**src/rtl/riscv_defines.sv**
```systemverilog
// Shared definitions for the M-extension multiply/divide unit: word width,
// MDU op codes, sequencer states and small op-decoding helpers.
package riscv_defines;

    localparam int WORD_WIDTH    = 32;
    localparam int MDU_DIV_ITERS = WORD_WIDTH;

    // MDU op codes follow the RV32M funct3 encoding
    localparam logic [2:0] MDU_MUL    = 3'b000;
    localparam logic [2:0] MDU_MULH   = 3'b001;
    localparam logic [2:0] MDU_MULHSU = 3'b010;
    localparam logic [2:0] MDU_MULHU  = 3'b011;
    localparam logic [2:0] MDU_DIV    = 3'b100;
    localparam logic [2:0] MDU_DIVU   = 3'b101;
    localparam logic [2:0] MDU_REM    = 3'b110;
    localparam logic [2:0] MDU_REMU   = 3'b111;

    // Divide/remainder ops are exactly those with op[2] set
    localparam logic [2:0] MDU_OP_IS_DIV = 3'b100;

    typedef enum logic [2:0] {
        IDLE = 3'd0,
        MUL  = 3'd1,
        DIV  = 3'd2,
        FIX  = 3'd3,
        DONE = 3'd4
    } mdu_state_e;

    function automatic logic mdu_is_div(input logic [2:0] op);
        return |(op & MDU_OP_IS_DIV);
    endfunction

    // Operand a is treated as signed for MUL, MULH, MULHSU, DIV and REM
    function automatic logic mdu_a_signed(input logic [2:0] op);
        return (op == MDU_MUL) || (op == MDU_MULH) || (op == MDU_MULHSU) ||
               (op == MDU_DIV) || (op == MDU_REM);
    endfunction

    // Operand b is treated as signed for MUL, MULH, DIV and REM
    function automatic logic mdu_b_signed(input logic [2:0] op);
        return (op == MDU_MUL) || (op == MDU_MULH) ||
               (op == MDU_DIV) || (op == MDU_REM);
    endfunction

endpackage

```
**src/rtl/riscv_div_step.sv**
```systemverilog
// One combinational restoring-division step: shift remainder:dividend left
// by one, trial-subtract the divisor and keep the difference when it does
// not borrow. The quotient bit is the inverted borrow.
module riscv_div_step #(
    parameter int WIDTH = 32
) (
    input  logic [WIDTH-1:0] rem,
    input  logic [WIDTH-1:0] dividend,
    input  logic [WIDTH-1:0] divisor,
    output logic [WIDTH-1:0] rem_next,
    output logic [WIDTH-1:0] dividend_next,
    output logic             q_bit
);

    logic [WIDTH:0] shifted;
    logic [WIDTH:0] diff;

    // Shift, trial-subtract and restore on borrow
    always_comb begin
        shifted       = {rem, dividend[WIDTH-1]};
        diff          = shifted - {1'b0, divisor};
        q_bit         = ~diff[WIDTH];
        rem_next      = q_bit ? diff[WIDTH-1:0] : shifted[WIDTH-1:0];
        dividend_next = {dividend[WIDTH-2:0], 1'b0};
    end

endmodule

```
**src/rtl/riscv_mdu_seq.sv**
```systemverilog
// Multiply/divide sequencer. Multiplies take one registered product cycle,
// divides run a WIDTH-step restoring divider followed by a sign-fix cycle,
// and divide-by-zero / signed overflow results are produced at accept time.
// The result is held in DONE until the consumer takes it; kill_i aborts.
module riscv_mdu_seq
    import riscv_defines::*;
#(
    parameter int WIDTH = WORD_WIDTH
) (
    input  logic             clk,
    input  logic             rst_n,
    input  logic             req_valid_i,
    output logic             req_ready_o,
    input  logic [2:0]       op_i,
    input  logic [WIDTH-1:0] op_a_i,
    input  logic [WIDTH-1:0] op_b_i,
    input  logic             kill_i,
    output logic             res_valid_o,
    input  logic             res_ready_i,
    output logic [WIDTH-1:0] result_o,
    output logic             busy_o
);

    localparam int               CNT_W    = $clog2(WIDTH);
    localparam logic [WIDTH-1:0] MIN_NEG  = {1'b1, {(WIDTH-1){1'b0}}};
    localparam logic [WIDTH-1:0] ALL_ONES = '1;

    mdu_state_e       state_reg, state_next;
    logic [2:0]       op_reg;
    logic             a_signed_reg, b_signed_reg;
    logic             sign_a_reg, sign_b_reg;
    logic [WIDTH-1:0] a_reg, b_reg;
    logic [WIDTH-1:0] rem_reg, quot_reg, result_reg;
    logic [CNT_W-1:0] cnt_reg;

    // Request decode at the accept edge
    logic             accept;
    logic             req_is_div, req_a_signed, req_b_signed;
    logic             req_sign_a, req_sign_b;
    logic             div_zero, div_ovf, fast_path;
    logic [WIDTH-1:0] fast_result;

    // Datapath helpers
    logic [WIDTH:0]     mul_a_ext, mul_b_ext;
    logic [2*WIDTH-1:0] prod;
    logic [WIDTH-1:0]   step_rem, step_dividend;
    logic               step_q;
    logic [WIDTH-1:0]   quot_fix, rem_fix;

    riscv_div_step #(.WIDTH(WIDTH)) u_div_step (
        .rem           (rem_reg),
        .dividend      (a_reg),
        .divisor       (b_reg),
        .rem_next      (step_rem),
        .dividend_next (step_dividend),
        .q_bit         (step_q)
    );

    // Decode the incoming request and the fast-path divide results
    always_comb begin
        accept       = req_valid_i & req_ready_o & ~kill_i;
        req_is_div   = mdu_is_div(op_i);
        req_a_signed = mdu_a_signed(op_i);
        req_b_signed = mdu_b_signed(op_i);
        req_sign_a   = req_a_signed & op_a_i[WIDTH-1];
        req_sign_b   = req_b_signed & op_b_i[WIDTH-1];
        div_zero     = (op_b_i == '0);
        div_ovf      = req_a_signed && (op_a_i == MIN_NEG) && (op_b_i == ALL_ONES);
        fast_path    = req_is_div & (div_zero | div_ovf);
        // op[1] distinguishes REM/REMU from DIV/DIVU
        if (div_zero) begin
            fast_result = op_i[1] ? op_a_i : ALL_ONES;
        end else begin
            fast_result = op_i[1] ? '0 : MIN_NEG;
        end
    end

    // Multiply product and divide sign correction
    always_comb begin
        mul_a_ext = {a_signed_reg & a_reg[WIDTH-1], a_reg};
        mul_b_ext = {b_signed_reg & b_reg[WIDTH-1], b_reg};
        prod      = {{(WIDTH-1){mul_a_ext[WIDTH]}}, mul_a_ext}
                  * {{(WIDTH-1){mul_b_ext[WIDTH]}}, mul_b_ext};
        quot_fix  = (sign_a_reg ^ sign_b_reg) ? (~quot_reg + 1'b1) : quot_reg;
        rem_fix   = sign_a_reg ? (~rem_reg + 1'b1) : rem_reg;
    end

    // State register
    always_ff @(posedge clk or negedge rst_n) begin
        if (!rst_n) begin
            state_reg <= IDLE;
        end else begin
            state_reg <= state_next;
        end
    end

    // Next-state logic; kill always wins
    always_comb begin
        state_next = state_reg;
        if (kill_i) begin
            state_next = IDLE;
        end else begin
            case (state_reg)
                IDLE: begin
                    if (accept) begin
                        if (!req_is_div) begin
                            state_next = MUL;
                        end else if (fast_path) begin
                            state_next = DONE;
                        end else begin
                            state_next = DIV;
                        end
                    end
                end
                MUL:  state_next = DONE;
                DIV:  if (cnt_reg == '0) state_next = FIX;
                FIX:  state_next = DONE;
                DONE: if (res_ready_i) state_next = IDLE;
                default: state_next = IDLE;
            endcase
        end
    end

    // Handshake and status outputs
    always_comb begin
        req_ready_o = (state_reg == IDLE);
        busy_o      = (state_reg != IDLE);
        res_valid_o = (state_reg == DONE);
        result_o    = result_reg;
    end

    // Operand capture, divider iteration and result registration
    always_ff @(posedge clk or negedge rst_n) begin
        if (!rst_n) begin
            op_reg       <= '0;
            a_signed_reg <= 1'b0;
            b_signed_reg <= 1'b0;
            sign_a_reg   <= 1'b0;
            sign_b_reg   <= 1'b0;
            a_reg        <= '0;
            b_reg        <= '0;
            rem_reg      <= '0;
            quot_reg     <= '0;
            cnt_reg      <= '0;
            result_reg   <= '0;
        end else if (accept) begin
            op_reg       <= op_i;
            a_signed_reg <= req_a_signed;
            b_signed_reg <= req_b_signed;
            sign_a_reg   <= req_sign_a;
            sign_b_reg   <= req_sign_b;
            // Divides iterate on magnitudes; multiplies keep raw operands
            a_reg        <= (req_is_div && req_sign_a) ? (~op_a_i + 1'b1) : op_a_i;
            b_reg        <= (req_is_div && req_sign_b) ? (~op_b_i + 1'b1) : op_b_i;
            rem_reg      <= '0;
            quot_reg     <= '0;
            cnt_reg      <= CNT_W'(WIDTH - 1);
            if (fast_path) begin
                result_reg <= fast_result;
            end
        end else if (!kill_i) begin
            case (state_reg)
                MUL: begin
                    result_reg <= (op_reg == MDU_MUL) ? prod[WIDTH-1:0]
                                                      : prod[2*WIDTH-1:WIDTH];
                end
                DIV: begin
                    rem_reg  <= step_rem;
                    a_reg    <= step_dividend;
                    quot_reg <= {quot_reg[WIDTH-2:0], step_q};
                    cnt_reg  <= cnt_reg - 1'b1;
                end
                FIX: begin
                    result_reg <= op_reg[1] ? rem_fix : quot_fix;
                end
                default: ;
            endcase
        end
    end

endmodule

```
**config.mk**
```make
export PLATFORM = sky130hd
export DESIGN_NAME = riscv_mdu_seq
export DESIGN_NICKNAME = d
export VERILOG_FILES = /design/src/rtl/riscv_defines.sv /design/src/rtl/riscv_div_step.sv /design/src/rtl/riscv_mdu_seq.sv
export SDC_FILE = /design/constraint.sdc
export NUM_CORES = 2
export LEC_CHECK = 0
export BUFFER_PORTS_ARGS = -buffer_cell sky130_fd_sc_hd__buf_2
export CAP_MARGIN = 20
export CELL_PAD_IN_SITES_DETAIL_PLACEMENT = 2
export CELL_PAD_IN_SITES_GLOBAL_PLACEMENT = 2
export CORE_MARGIN = 5
export CORE_UTILIZATION = 38
export CTS_CLUSTER_SIZE = 8
export DETAILED_ROUTE_END_ITERATION = 10
export PLACE_DENSITY = 0.78
export SYNTH_ARGS = -nofsm -noshare
export SYNTH_HDL_FRONTEND = slang
export SYNTH_SLANG_ARGS = --single-unit
export TNS_END_PERCENT = 50
```
**constraint.sdc**
```tcl
create_clock -name clk -period 8.6 [get_ports clk]
set_input_delay 1.72 -clock clk [delete_from_list [all_inputs] [get_ports clk]]
set_output_delay 1.72 -clock clk [all_outputs]
set_load 0.1 [all_outputs]
```
==> out/qor_table.md <==
| Metric | This run | Unit |
|---|---|---|
| Flip-flop and latch count after synthesis | 175 | - |
| Critical path's largest stage delay | 570 | ps |
| DP Wirelength | 169,000 | um |
| Buffering stage count on the worst path with inverters included | 7 | - |
| Type of the worst min-delay path | reg -> reg | - |
| Weighted congestion at the end of routability-driven global placement | 0.955 | - |
| Via count of the first global-routing pass | 49,235 | - |
| Proportion of layout cells with a drive suffix above 1 | 7.03 | % |
| Leading cell types by total area after synthesis | sky130_fd_sc_hd__fa_1 (45%), sky130_fd_sc_hd__inv_1 (8.7%), sky130_fd_sc_hd__dfrtp_1 (8.7%) | - |
| Worst-Skew Late Latency | 490 | ps |
| Syn_area_per_cell | 8.81 | um^2 |
| Result of the run | finished clean | - |
| Clock-pin slew of the registers on the worst-case setup and hold paths | 90 | ps |
| Die outline area | 140,000 | um^2 |
| Antenna Nets Post-Route | 0 | - |
| Fill cells | 14,489 | - |
| Final hold slack | 498 | ps |
| Congestion Overflow GR | 0 | - |
| Effective utilization at floorplan | 38.3 | % |
| Clock root buffer | sky130_fd_sc_hd__clkbuf_16 | - |
| Type of the setup path with the least slack | reg -> reg | - |
| Synthesis-to-finish area growth | 8.19 | % |
| Shortest period the worst path allows | 8440 | ps |
| Critical Path Start Type | flop | - |
| Largest fanout on the critical path | 33 | - |
| Vertical die dimension | 374 | um |
| CP required | 9000 | ps |
| Fin nets | 7,126 | - |
| Final routed DRC violation total | 0 | - |
| Number of enable flip-flop cells after synthesis | 0 | - |
| Vias per cell | 5.56 | - |
| Per-cell routed wire length | 27.5 | um |
| Width of the chip | 374 | um |
| Maximum capacitance violations | 0 | - |
| Area fraction of the dominant cell type after synthesis | 44.8 | % |
| Area of combinational cells with multiple inputs | 40,400 | um^2 |
| Total global-route track usage | 29.3 | % |
| Total via count after detailed routing | 41,429 | - |
| Setup TNS | 0 | ps |
| Floorplan core area | 131,000 | um^2 |
| Library cell appearing most often on the critical path | sky130_fd_sc_hd__fa_1 | - |
| Tightest Pin Transition | 1130 | ps |
| Sink count of the clock tree | 175 | - |
| Clock tree from TritonCTS | yes | - |
| Commonest cells in the netlist | sky130_fd_sc_hd__inv_1 (1,167), sky130_fd_sc_hd__fa_1 (1,126), sky130_fd_sc_hd__nand2_1 (929), sky130_fd_sc_hd__and2_1 (352), sky130_fd_sc_hd__clkbuf_1 (326) | - |
| First-pass GRT wire length | 313,000 | um |
| Number of top-level pins | 107 | - |
| Fin. Hold Viols | 0 | - |
| TritonRoute pass-1 iters | 6 | - |
| Total number of placement rows | 133 | - |
| Post-synthesis async set-or-reset flop share | 100 | % |
| Synth warn | 0 | - |
| Routed wire length | 205,000 | um |
| Number of distinct standard cells referenced by the synthesized netlist | 77 | - |
| Post-synth top flop | sky130_fd_sc_hd__dfrtp_1 | - |
| Worst-path cell with the longest stage delay | sky130_fd_sc_hd__fa_1 | - |
| First DRT Iteration DRCs | 2,547 | - |
| Post-synthesis instance total | 5,710 | - |
| Post-synthesis sequential area ratio | 8.71 | % |
| Bufs on Longest Clock Path | 2 | - |
| Cell family contributing the most delay on the critical path | adder cells | - |
| Number of CTS-inserted buffers | 17 | - |
| Port bufs | 106 | - |
| Worst slew slack as a fraction of its limit | 24.3 | % |
| Flip-flop and latch area | 4410 | um^2 |
| Pin count of the biggest net entering global routing | 80 | - |
| Net count after synthesis | 7,160 | - |
| Final critical-path share of the clock period | 98.1 | % |
| Count of endpoints failing setup in the final report | 0 | - |
| Antenna violations before repair | 7 | - |
| Post-route clock skew | 19.4 | ps |
| H-tree depth | 4 | - |
| Synthesized cell area | 50,300 | um^2 |
| Max-slew violations | 0 | - |
| Category of the worst setup path capture point | flop | - |
| Most area-hungry cell type in the Yosys netlist | sky130_fd_sc_hd__fa_1 | - |
| Highest achievable clock rate | 119 | MHz |
| Arrival @ worst endpoint | 8840 | ps |
| Most frequent cell after synthesis | sky130_fd_sc_hd__inv_1 | - |
| Setup repair after global routing missed its margin | true | - |
-- cell type report --
class | instances | area share [%]
clock buffer | 17 | 0.782
timing repair buffer | 287 | 4.35
inverter | 1167 | 8.06
multi-input combinational | 4027 | 74.2
tap | 1755 | 4.03
clock inverter | 15 | 0.395
antenna | 8 | 0.0368
timing repair inverter | 1 | 0.0138
sequential | 175 | 8.10
-- cell usage in the layout (no fill, tap or decap), types with 12 or more instances in the layout --
cell type / count
sky130_fd_sc_hd__inv_1: 1164
sky130_fd_sc_hd__fa_1: 1123
sky130_fd_sc_hd__nand2_1: 929
sky130_fd_sc_hd__and2_1: 351
sky130_fd_sc_hd__ha_1: 250
sky130_fd_sc_hd__o21ai_0: 187
sky130_fd_sc_hd__nor2_1: 183
sky130_fd_sc_hd__dfrtp_1: 153
sky130_fd_sc_hd__a21oi_1: 147
sky130_fd_sc_hd__buf_4: 135
sky130_fd_sc_hd__xnor2_1: 119
sky130_fd_sc_hd__buf_2: 105
sky130_fd_sc_hd__xor2_1: 97
sky130_fd_sc_hd__nand3_1: 45
sky130_fd_sc_hd__nor3_1: 44
sky130_fd_sc_hd__a21o_1: 41
sky130_fd_sc_hd__a31oi_1: 36
sky130_fd_sc_hd__a22o_1: 35
sky130_fd_sc_hd__buf_12: 33
sky130_fd_sc_hd__mux2i_1: 32
sky130_fd_sc_hd__and3_1: 31
sky130_fd_sc_hd__o31ai_1: 27
sky130_fd_sc_hd__or3_1: 21
sky130_fd_sc_hd__dfrtp_2: 21
sky130_fd_sc_hd__nand4_1: 19
sky130_fd_sc_hd__clkbuf_16: 18
sky130_fd_sc_hd__nand2b_1: 17
sky130_fd_sc_hd__o21bai_1: 17
sky130_fd_sc_hd__or2_2: 16
sky130_fd_sc_hd__a22oi_1: 16
sky130_fd_sc_hd__nor4_1: 15
sky130_fd_sc_hd__o21a_1: 15
sky130_fd_sc_hd__o41ai_1: 12
sky130_fd_sc_hd__or4_1: 12
sky130_fd_sc_hd__a211oi_1: 12
sky130_fd_sc_hd__o211ai_1: 12
-- worst reg2reg max path: stages, from the launching register on --
cell and delay (ps):
sky130_fd_sc_hd__dfrtp_1 470, sky130_fd_sc_hd__buf_12 250, sky130_fd_sc_hd__nand2_1 220, sky130_fd_sc_hd__fa_1 550
sky130_fd_sc_hd__inv_1 70, sky130_fd_sc_hd__fa_1 500, sky130_fd_sc_hd__inv_1 80, sky130_fd_sc_hd__fa_2 490
sky130_fd_sc_hd__fa_1 570, sky130_fd_sc_hd__inv_1 80, sky130_fd_sc_hd__fa_1 530, sky130_fd_sc_hd__fa_1 470
sky130_fd_sc_hd__fa_1 500, sky130_fd_sc_hd__inv_1 50, sky130_fd_sc_hd__fa_1 490, sky130_fd_sc_hd__inv_1 50
sky130_fd_sc_hd__ha_1 310, sky130_fd_sc_hd__a21o_1 210, sky130_fd_sc_hd__a311o_1 340, sky130_fd_sc_hd__a2111oi_4 410
sky130_fd_sc_hd__buf_4 190, sky130_fd_sc_hd__o22ai_1 60, sky130_fd_sc_hd__and3_1 200, sky130_fd_sc_hd__a211o_1 320
sky130_fd_sc_hd__a21o_1 250, sky130_fd_sc_hd__o211ai_1 220, sky130_fd_sc_hd__mux2_2 370, sky130_fd_sc_hd__o22ai_1 120
-- path summary, 6_finish.rpt --
kind	from	end	slack, ps	cells after the start
min in group asynchronous	rst_n	rem_reg[29]	1300	1
worst min-delay path	result_o[4]	result_o[4]	500	2
worst max register to register	b_reg[21]	result_o[31]	160	27
max in group asynchronous	rst_n	b_reg[1]	5720	2
worst min register to register	result_o[4]	result_o[4]	500	2
worst max-delay path	b_reg[21]	result_o[31]	160	27
-- logic make-up after synthesis --
| family | share of synthesized area [%] |
|---|---|
| and+or+nand+nor | 15.9 |
| adders and majority gates | 51.1 |
| DFF | 8.71 |
| muxes | 0.726 |
| xor gates and xnor gates | 3.80 |
| buffers and inverters | 11.3 |
| AOI/OAI and AO/OA | 8.52 |
-- metal layers --
metal	GRT usage, %	routed length (um)	vias up
met4	12.1	10200	4
met3	3.43	8920	428
met2	52.6	106000	1213
li1	-	-	17197
met1	35.7	80200	22587
met5	0	28	-
-- through the flow --
step / std cells / instance area (um^2) / setup slack [ps] / utilization [%]
after CTS: 7417 / 54000 / 1.32 / 41.1
after global routing: 7446 / 54400 / -40.0 / 41.4
final: 7452 / 54400 / 162 / 41.4
after floorplan: 5710 / 50300 / 634 / -
after detailed placement: 7385 / 53300 / -267 / 40.6
after global placement: 7385 / 53300 / 4.74 / 40.6
-- what timing repair did --
action,4_1_cts,5_1_grt
hold buffers,0,0
buffers inserted,0,24
gates cloned,0,2
hold endpoints to repair,0,0
gates resized for setup,19,51
pin swaps,0,5
endpoints found under the setup margin,14,23
Power is left out: the tool's default activity adds up to more than one toggle a clock period on the data nets, which glitch-free logic cannot reach.
